**src/rtl/store_align_if.sv**
```systemverilog
// Store request and memory write bus for store_align_unit.
// slave = the store unit; master = the requester/memory side.
interface store_align_if #(
  parameter int unsigned DATA_W = 32,
  parameter int unsigned ADDR_W = 32
);
  localparam int unsigned BE_W = DATA_W / 8;

  logic              req_valid;
  logic              req_ready;
  logic [ADDR_W-1:0] req_addr;
  logic [1:0]        req_op;
  logic [DATA_W-1:0] req_wdata;
  logic              mem_valid;
  logic              mem_ready;
  logic [ADDR_W-1:0] mem_addr;
  logic [BE_W-1:0]   mem_be;
  logic [DATA_W-1:0] mem_wdata;
  logic              done;
  logic              err;

  modport slave (
    input  req_valid, req_addr, req_op, req_wdata, mem_ready,
    output req_ready, mem_valid, mem_addr, mem_be, mem_wdata, done, err
  );

  modport master (
    output req_valid, req_addr, req_op, req_wdata, mem_ready,
    input  req_ready, mem_valid, mem_addr, mem_be, mem_wdata, done, err
  );
endinterface

```
**src/rtl/store_align_unit.sv**
```systemverilog
// Lane-aligns byte/half/word/dword stores onto the memory write bus.
// Macro MISALIGN_SPLIT_EN: split boundary-crossing stores into two beats (otherwise they error).
module store_align_unit #(
  parameter int unsigned DATA_W = 32,
  parameter int unsigned ADDR_W = 32
) (
  input logic          clk,
  input logic          rst_n,
  store_align_if.slave bus
);
  localparam int unsigned BE_W  = DATA_W / 8;
  localparam int unsigned OFF_W = $clog2(BE_W);
  localparam int unsigned BE2_W = 2 * BE_W;
  localparam int unsigned DW2_W = 2 * DATA_W;
  localparam int unsigned SUM_W = OFF_W + 2;

`ifdef MISALIGN_SPLIT_EN
  typedef enum logic [1:0] {IDLE = 2'd0, BEAT0 = 2'd1, RESP = 2'd2, BEAT1 = 2'd3} state_t;
`else
  typedef enum logic [1:0] {IDLE = 2'd0, BEAT0 = 2'd1, RESP = 2'd2} state_t;
`endif

  state_t state;

  // Byte enables across two adjacent beats: low half is the first beat, high half the second.
  function automatic logic [BE2_W-1:0] lane_be(input logic [OFF_W-1:0] off, input logic [1:0] op);
    logic [8:0] mask;
    mask = (9'd1 << (4'd1 << op)) - 9'd1;
    return BE2_W'(mask) << off;
  endfunction

  function automatic logic [DW2_W-1:0] lane_data(input logic [OFF_W-1:0] off,
                                                 input logic [DATA_W-1:0] wd);
    return DW2_W'(wd) << {off, 3'b000};
  endfunction

  logic [OFF_W-1:0]  req_off;
  logic [3:0]        req_size;
  logic              req_cross;
  logic              req_illegal;
  logic              req_reject;
  logic [BE_W-1:0]   req_be_lo;
  logic [DATA_W-1:0] req_data_lo;
  logic [ADDR_W-1:0] req_base;

  always_comb begin
    req_off     = bus.req_addr[OFF_W-1:0];
    req_size    = 4'd1 << bus.req_op;
    req_cross   = (SUM_W'(req_off) + SUM_W'(req_size)) > SUM_W'(BE_W);
    req_illegal = (DATA_W == 32) && (bus.req_op == 2'b11);
    req_be_lo   = BE_W'(lane_be(req_off, bus.req_op));
    req_data_lo = DATA_W'(lane_data(req_off, bus.req_wdata));
    req_base    = {bus.req_addr[ADDR_W-1:OFF_W], OFF_W'(0)};
  end

`ifdef MISALIGN_SPLIT_EN
  logic [OFF_W-1:0]  off_q;
  logic [1:0]        op_q;
  logic [DATA_W-1:0] wdata_q;
  logic              cross_q;
  logic [BE_W-1:0]   hold_be_hi;
  logic [DATA_W-1:0] hold_data_hi;

  assign req_reject = req_illegal;

  // Second-beat lanes come from the captured request, not the live inputs.
  always_comb begin
    hold_be_hi   = BE_W'(lane_be(off_q, op_q) >> BE_W);
    hold_data_hi = DATA_W'(lane_data(off_q, wdata_q) >> DATA_W);
  end
`else
  assign req_reject = req_illegal || req_cross;
`endif

  always_ff @(posedge clk or negedge rst_n) begin
    if (!rst_n) begin
      state         <= IDLE;
      bus.req_ready <= 1'b1;
      bus.mem_valid <= 1'b0;
      bus.mem_addr  <= '0;
      bus.mem_be    <= '0;
      bus.mem_wdata <= '0;
      bus.done      <= 1'b0;
      bus.err       <= 1'b0;
`ifdef MISALIGN_SPLIT_EN
      off_q         <= '0;
      op_q          <= '0;
      wdata_q       <= '0;
      cross_q       <= 1'b0;
`endif
    end else begin
      bus.done <= 1'b0;
      bus.err  <= 1'b0;
      case (state)
        IDLE: begin
          if (bus.req_valid && bus.req_ready) begin
            bus.req_ready <= 1'b0;
`ifdef MISALIGN_SPLIT_EN
            off_q   <= req_off;
            op_q    <= bus.req_op;
            wdata_q <= bus.req_wdata;
            cross_q <= req_cross;
`endif
            if (req_reject) begin
              state   <= RESP;
              bus.err <= 1'b1;
            end else begin
              state         <= BEAT0;
              bus.mem_valid <= 1'b1;
              bus.mem_addr  <= req_base;
              bus.mem_be    <= req_be_lo;
              bus.mem_wdata <= req_data_lo;
            end
          end
        end
        BEAT0: begin
          if (bus.mem_ready) begin
`ifdef MISALIGN_SPLIT_EN
            if (cross_q) begin
              state         <= BEAT1;
              bus.mem_addr  <= bus.mem_addr + ADDR_W'(BE_W);
              bus.mem_be    <= hold_be_hi;
              bus.mem_wdata <= hold_data_hi;
            end else
`endif
            begin
              state         <= RESP;
              bus.mem_valid <= 1'b0;
              bus.mem_be    <= '0;
              bus.done      <= 1'b1;
            end
          end
        end
`ifdef MISALIGN_SPLIT_EN
        BEAT1: begin
          if (bus.mem_ready) begin
            state         <= RESP;
            bus.mem_valid <= 1'b0;
            bus.mem_be    <= '0;
            bus.done      <= 1'b1;
          end
        end
`endif
        RESP: begin
          state         <= IDLE;
          bus.req_ready <= 1'b1;
        end
        default: state <= IDLE;
      endcase
    end
  end
endmodule

```
**src/flat_wrapper.sv**
```systemverilog
// flat-port wrapper written by rule: the top's interface ports become plain ports
module store_align_unit_flat 
#(
  parameter int unsigned DATA_W = 32,
  parameter int unsigned ADDR_W = 32
)
  (clk, rst_n, bus_req_valid, bus_req_addr, bus_req_op, bus_req_wdata, bus_mem_ready, bus_req_ready, bus_mem_valid, bus_mem_addr, bus_mem_be, bus_mem_wdata, bus_done, bus_err);
  store_align_if #(.DATA_W(DATA_W), .ADDR_W(ADDR_W)) bus_i ();
  input logic clk;
  input logic rst_n;
  input wire logic [$bits(bus_i.req_valid)-1:0] bus_req_valid;
  input wire logic [$bits(bus_i.req_addr)-1:0] bus_req_addr;
  input wire logic [$bits(bus_i.req_op)-1:0] bus_req_op;
  input wire logic [$bits(bus_i.req_wdata)-1:0] bus_req_wdata;
  input wire logic [$bits(bus_i.mem_ready)-1:0] bus_mem_ready;
  output wire logic [$bits(bus_i.req_ready)-1:0] bus_req_ready;
  output wire logic [$bits(bus_i.mem_valid)-1:0] bus_mem_valid;
  output wire logic [$bits(bus_i.mem_addr)-1:0] bus_mem_addr;
  output wire logic [$bits(bus_i.mem_be)-1:0] bus_mem_be;
  output wire logic [$bits(bus_i.mem_wdata)-1:0] bus_mem_wdata;
  output wire logic [$bits(bus_i.done)-1:0] bus_done;
  output wire logic [$bits(bus_i.err)-1:0] bus_err;
  assign bus_i.req_valid = bus_req_valid;
  assign bus_i.req_addr = bus_req_addr;
  assign bus_i.req_op = bus_req_op;
  assign bus_i.req_wdata = bus_req_wdata;
  assign bus_i.mem_ready = bus_mem_ready;
  assign bus_req_ready = bus_i.req_ready;
  assign bus_mem_valid = bus_i.mem_valid;
  assign bus_mem_addr = bus_i.mem_addr;
  assign bus_mem_be = bus_i.mem_be;
  assign bus_mem_wdata = bus_i.mem_wdata;
  assign bus_done = bus_i.done;
  assign bus_err = bus_i.err;
  store_align_unit #(.DATA_W(DATA_W), .ADDR_W(ADDR_W)) u_core (.clk(clk), .rst_n(rst_n), .bus(bus_i));
endmodule
```
**config.mk**
```make
export PLATFORM = sky130hd
export DESIGN_NAME = store_align_unit_flat
export DESIGN_NICKNAME = d
export VERILOG_FILES = /design/src/rtl/store_align_if.sv /design/src/rtl/store_align_unit.sv /design/src/flat_wrapper.sv
export SDC_FILE = /design/constraint.sdc
export NUM_CORES = 1
export LEC_CHECK = 0
export CAP_MARGIN = 20
export CELL_PAD_IN_SITES_DETAIL_PLACEMENT = 1
export CELL_PAD_IN_SITES_GLOBAL_PLACEMENT = 1
export CORE_MARGIN = 2
export CORE_UTILIZATION = 25
export CTS_BUF_LIST = sky130_fd_sc_hd__clkbuf_8
export CTS_CLUSTER_DIAMETER = 120
export DETAILED_ROUTE_END_ITERATION = 12
export PLACE_DENSITY = 0.64
export SYNTH_ARGS = -nofsm -noshare
export SYNTH_HDL_FRONTEND = slang
export SYNTH_SLANG_ARGS = --single-unit
```
**constraint.sdc**
```tcl
create_clock -name clk -period 1.8 [get_ports clk]
set_input_delay 0.36 -clock clk [delete_from_list [all_inputs] [get_ports clk]]
set_output_delay 0.36 -clock clk [all_outputs]
set_load 0.01 [all_outputs]
```
# Word-level counts from Yosys, hierarchy flattened
# Cells that the tools add are included.
# totals
ff_bits,72
latchBits,0
ram_bits,0
mem_bits_ro,0
input_bits,70
output_inout_bits,72
word_cells,50
n_memories,0
# classes
n_addsub,2
n_mul,0
div,0
order_cmp,1
n_eq_ne,6
shift,4
n_mux,19
bitwise_logic,1
reduce_logical,9
# op_table
op,n
32-bit by 5-bit << shifter with 32-bit output,1
4-bit 2-to-1 mux,3
1-bit 2-to-1 mux,9
4-bit case mux with 2 select lines,1
"1-bit by 4-bit << shifter with 8-bit output, first input constant",1
8-bit by 2-bit << shifter with 4-bit output,1
"8-bit by 1-bit subtractor with 8-bit output, second input constant",1
2-bit 2-to-1 mux,3
2-bit by 4-bit adder with 4-bit output,1
"2-bit == test, second input constant",2
"4-bit by 3-bit greater-than comparator with 1-bit output, second input constant",1
"2-bit inequality test, second input constant",2
1-bit case mux with 2 select lines,2
2-bit case mux with 2 select lines,1
2-bit AND reduction,2
4-bit AND reduction,1
2-bit nonzero test,2
"1-bit by 2-bit << shifter with 4-bit output, first input constant",1
3-bit AND reduction,1
"2-bit by 1-bit == test with 1-bit output, second input constant",1
2-bit zero test,1
"2-bit by 1-bit inequality test with 1-bit output, second input constant",1
1-bit logical AND,1
1-bit logical OR,1
1-bit NOT,1

# Longest topological paths before layout
# logic_depth
depth_word,7
depth_mapped,9
ltp_nobuf,6

# Worst setup path after synthesis
# OpenSTA, ideal clock, no wires.
# synth_path
path_kind,input -> register
from,input port bus_req_op[1]
to,register u_core.bus.mem_wdata[25]
setup_time_ns,0.127
t_arrival_ns,2.455
t_required_ns,1.673
path_slack_ns,-0.783
cell_stages,9
n_path_buf,3
path_cell_list,buf_2 -> nor2_1 -> ha_1 -> fa_1 -> or2_2 -> a221oi_4 -> buf_6 -> buf_6 -> mux2_1
# synth_between
elab_chain_len,6
word_cells_on_any_way,7
cone_classes,1 x add/sub; 1 x order compare; 1 x eq/ne; 1 x shift; 1 x bitwise; 2 x reduce/logical
# synth_rtl
element,line_no,source
from (decl),flat_wrapper.sv:13,input wire logic [$bits(bus_i.req_op)-1:0] bus_req_op;
1-bit by 2-bit << shifter with 4-bit output,store_align_unit.sv:48,req_size = 4'd1 << bus.req_op;
2-bit by 4-bit adder with 4-bit output,store_align_unit.sv:49,req_cross = (SUM_W'(req_off) + SUM_W'(req_size)) > SUM_W'(BE_W);
4-bit by 3-bit greater-than comparator with 1-bit output,store_align_unit.sv:49,
1-bit logical OR *,store_align_unit.sv:72,assign req_reject = req_illegal || req_cross;
1-bit NOT (no line) *,n/a,
3-bit AND reduction (no line) *,n/a,
to (signal assigned),store_align_unit.sv:112,bus.mem_wdata <= req_data_lo;
to (decl),store_align_if.sv:24,"output req_ready, mem_valid, mem_addr, mem_be, mem_wdata, done, err"
# Every way passes the cells marked *; elsewhere a longest branch is shown, timed or not.
# A chain may end at the register's enable or synchronous reset.

# Final worst setup path
# layout_path
from,input port bus_req_addr[0]
to,register u_core.bus.mem_wdata[17]
# layout_between
elab_chain_len,5
word_cells_on_any_way,6
cone_classes,1 x add/sub; 1 x order compare; 1 x shift; 1 x bitwise; 2 x reduce/logical
# layout_rtl
element,line_no,source
from (decl),flat_wrapper.sv:12,input wire logic [$bits(bus_i.req_addr)-1:0] bus_req_addr;
2-bit by 4-bit adder with 4-bit output,store_align_unit.sv:49,
4-bit by 3-bit greater-than comparator with 1-bit output,store_align_unit.sv:49,
1-bit logical OR,store_align_unit.sv:72,
1-bit NOT (no line),n/a,
3-bit AND reduction (no line),n/a,
# Several ways; a longest one is shown, not always the timed one.

==> impl_metrics.env <==
export IMPL_vias=2615
export IMPL_pwr_density_cell_nw_per_um2=1320
export IMPL_dpl_worst_slack_ns=-1.24
export IMPL_hold_viol=0
export IMPL_dpl_cell_count=568
export IMPL_synth_edff_count=0
export IMPL_rsz0062_at_grt="true"
export IMPL_start_kind="input port"
export IMPL_max_stage_delay_ns=0.47
export IMPL_synth_yosys_warnings=0
export IMPL_io_buffers=139
export IMPL_yosys_register_bits=72
export IMPL_status="finished with violations"
export IMPL_clockRootBuffer="clkbuf_8"
export IMPL_yosys_top_cells_area="dfrtp_1 (53%), mux2_2 (16%), mux2i_1 (13%)"
export IMPL_min_delay_path_class="in -> async"
export IMPL_grtUsageTotal=0.154
export IMPL_maxCapViolCount=0
export IMPL_pin_count=142
export IMPL_crit_chain="buf_2 -> ha_4 -> fa_1 -> or2_4 -> a221oi_4 -> buf_6 -> clkbuf_16 -> mux2_4"
export IMPL_synthArstFlopShare=1.00
export IMPL_cts_sinks=72
export IMPL_fin_setup_tns_ns=-20.25
export IMPL_dp_hpwl_um=6730
export IMPL_row_count=42
export IMPL_seq_area_frac_synth=0.534
export IMPL_skew_ns=0.00565
export IMPL_wl_per_cell_um=18.1
export IMPL_start_util=0.256
export IMPL_crit_fanout=7
export IMPL_ant_nets=0
export IMPL_grt_pass1_wl_um=16700
export IMPL_path_class="in -> reg"
export IMPL_setup_slack_ns=-0.342
export IMPL_required_ns=2.04
export IMPL_layout_drive_gt1_share=0.250
export IMPL_cts_tree="built"
export IMPL_drv_slew=0
export IMPL_slew_headroom=0.556
export IMPL_dpl_cell_area_um2=5050
export IMPL_cpMaxStageDelayCell="fa_1"
export IMPL_die_h_um=120
export IMPL_synth_top_area_frac=0.527
export IMPL_synth_top_area_cell="dfrtp_1"
export IMPL_clk_pin_slew_ns=0.07
export IMPL_ir_drop_mv=0.507
export IMPL_arrival_ns=2.39
export IMPL_drc=0
export IMPL_period_needed_ns=2.14
export IMPL_antenna_found_initial=0
export IMPL_critPathTopFamily="adder cells"
export IMPL_syn_area_um2=3370
export IMPL_antenna_cells=0
export IMPL_dr_pass1_iters=4
export IMPL_synth_distinct_cells=32
export IMPL_max_clock_freq_mhz=467
export IMPL_gr_total_overflow=0
export IMPL_core_region_area_um2=13200
export IMPL_path_buf_inv=3
export IMPL_area_growth_pct=67.8
export IMPL_period_share=1.19
export IMPL_syn_area_per_cell_um2=13.2
export IMPL_leakagePower_nw=2.51
export IMPL_stdcell_count=596
export IMPL_final_cell_area_um2=5660
export IMPL_synth_ff_type="dfrtp_1"
export IMPL_setup_viol_count_final=68
export IMPL_cts_buffer_depth=2
export IMPL_grt_max_degree=38
export IMPL_clkLatencyLatePin_ns=0.36
export IMPL_cts_htree_levels=3
export IMPL_grt_pass1_vias=2975
export IMPL_violations="negative setup slack"
export IMPL_routed_wl_um=10800
export IMPL_synth_cells=255
export IMPL_worst_pin_slew_ns=0.664
export IMPL_fp_dieW_um=120
export IMPL_drt_iter0_markers=47
export IMPL_cp_end_kind="flop"
export IMPL_die_area_um2=14400
export IMPL_nNetsFinal=490
export IMPL_cts_made_buffers=9
export IMPL_vias_per_cell=4.39
export IMPL_gp_congestion=0.754
[cells in the mapped netlist, types with 2 or more instances]
cell,count
mux2_2,48
nor2_1,11
nor2b_1,2
buf_4,7
mux2i_1,44
o2bb2ai_1,8
dfrtp_1,71
o21ai_0,4
or2_2,2
a21o_1,2
clkbuf_1,4
buf_6,2
nand2_1,12
buf_2,3
mux2_1,6
ha_1,2
inv_1,12
[layout by cell type, fill, tap and decap left out, types with 2 or more instances in the layout]
master | synthesis | final
clkdlybuf4s50_1 | 0 | 133
dfrtp_1 | 71 | 71
mux2_4 | 0 | 54
mux2i_1 | 44 | 44
inv_1 | 12 | 14
buf_4 | 7 | 13
nand2_1 | 12 | 12
clkbuf_8 | 0 | 12
nor2_1 | 11 | 10
o2bb2ai_1 | 8 | 8
buf_12 | 0 | 7
o21ai_0 | 4 | 4
buf_8 | 0 | 4
buf_6 | 2 | 3
a21o_1 | 2 | 2
conb_1 | 1 | 2
buf_16 | 0 | 2
buf_2 | 3 | 2
[cell families after synthesis]
family | synth area share
AOI/OAI and AO/OA | 0.0504
xor gates and xnor gates | 0.00260
adders and majority gates | 0.0133
buffers and inverters | 0.0456
DFF | 0.534
muxes | 0.311
other | 0.00111
and+or+nand+nor | 0.0419
[repair_timing]
item,in CTS,in global routing
endpoints found under the hold margin,7,0
hold buffers,1,0
buffers inserted,13,1
setup endpoints to repair,71,68
gates cloned,8,1
pin swaps,5,5
resized for setup,71,14
[path summary, 6_finish.rpt]
path / endpoint / start / slack (ns) / cells after the start
min reg2reg: u_core.bus.mem_valid / u_core.bus.mem_valid / 0.49 / 1
min: u_core.bus.mem_wdata[25] / rst_n / 0.38 / 2
max: u_core.bus.mem_wdata[17] / bus_req_addr[0] / -0.34 / 8
max in group asynchronous: u_core.bus.mem_wdata[0] / rst_n / 0.83 / 3
min in group clk: u_core.bus.err / bus_req_op[1] / 0.48 / 4
max reg2reg: u_core.bus.mem_wdata[17] / u_core.bus.req_ready / -0.06 / 5
[area by class of cell]
| class | count | area (um^2) |
|---|---|---|
| clock buffers | 12 | 165 |
| flip-flops and latches | 72 | 1800 |
| inverters | 12 | 45.0 |
| multi-input cells | 155 | 1650 |
| repair buffers | 167 | 1770 |
| well taps | 176 | 220 |
| fillers | 1381 | 7530 |
| clock inverters | 2 | 7.51 |
[sequential cells by signal (all words and copies together) (netlist names)]
register and cells:
u_core.bus.mem_be 4, u_core.bus.mem_addr 30, u_core.bus.mem_wdata 32, u_core.bus.done 1, u_core.bus.mem_valid 1, u_core.state 2, u_core.bus.err 1, u_core.bus.req_ready 1
[per-stage QoR]
| stage | util | hold slack [ns] | power (mW) |
|---|---|---|---|
| 3_3_place_gp | 0.383 | 0.196 | 5.80 |
| 5_1_grt | 0.429 | 0.385 | 7.95 |
| 2_1_floorplan | - | 0.0644 | 3.98 |
| 4_1_cts | 0.439 | 0.362 | 7.65 |
| 6_report | 0.429 | 0.377 | 7.49 |
| 3_5_place_dp | 0.383 | 0.199 | 5.87 |
[power breakdown]
part | total, mW | internal, mW | switching [mW]
logic | 3.59 | 2.35 | 1.23
registers | 2.72 | 2.33 | 0.399
clock network | 1.17 | 0.589 | 0.584
[metal layers]
layer | up-vias | GRT usage | routed length (um)
li1 | 1207 | - | -
met1 | 1303 | 0.193 | 4630
met2 | 92 | 0.240 | 5050
met3 | 13 | 0.0571 | 877
met4 | 0 | 0.0596 | 199
met5 | - | 0 | 0
Power figures use the tool's default switching activity.
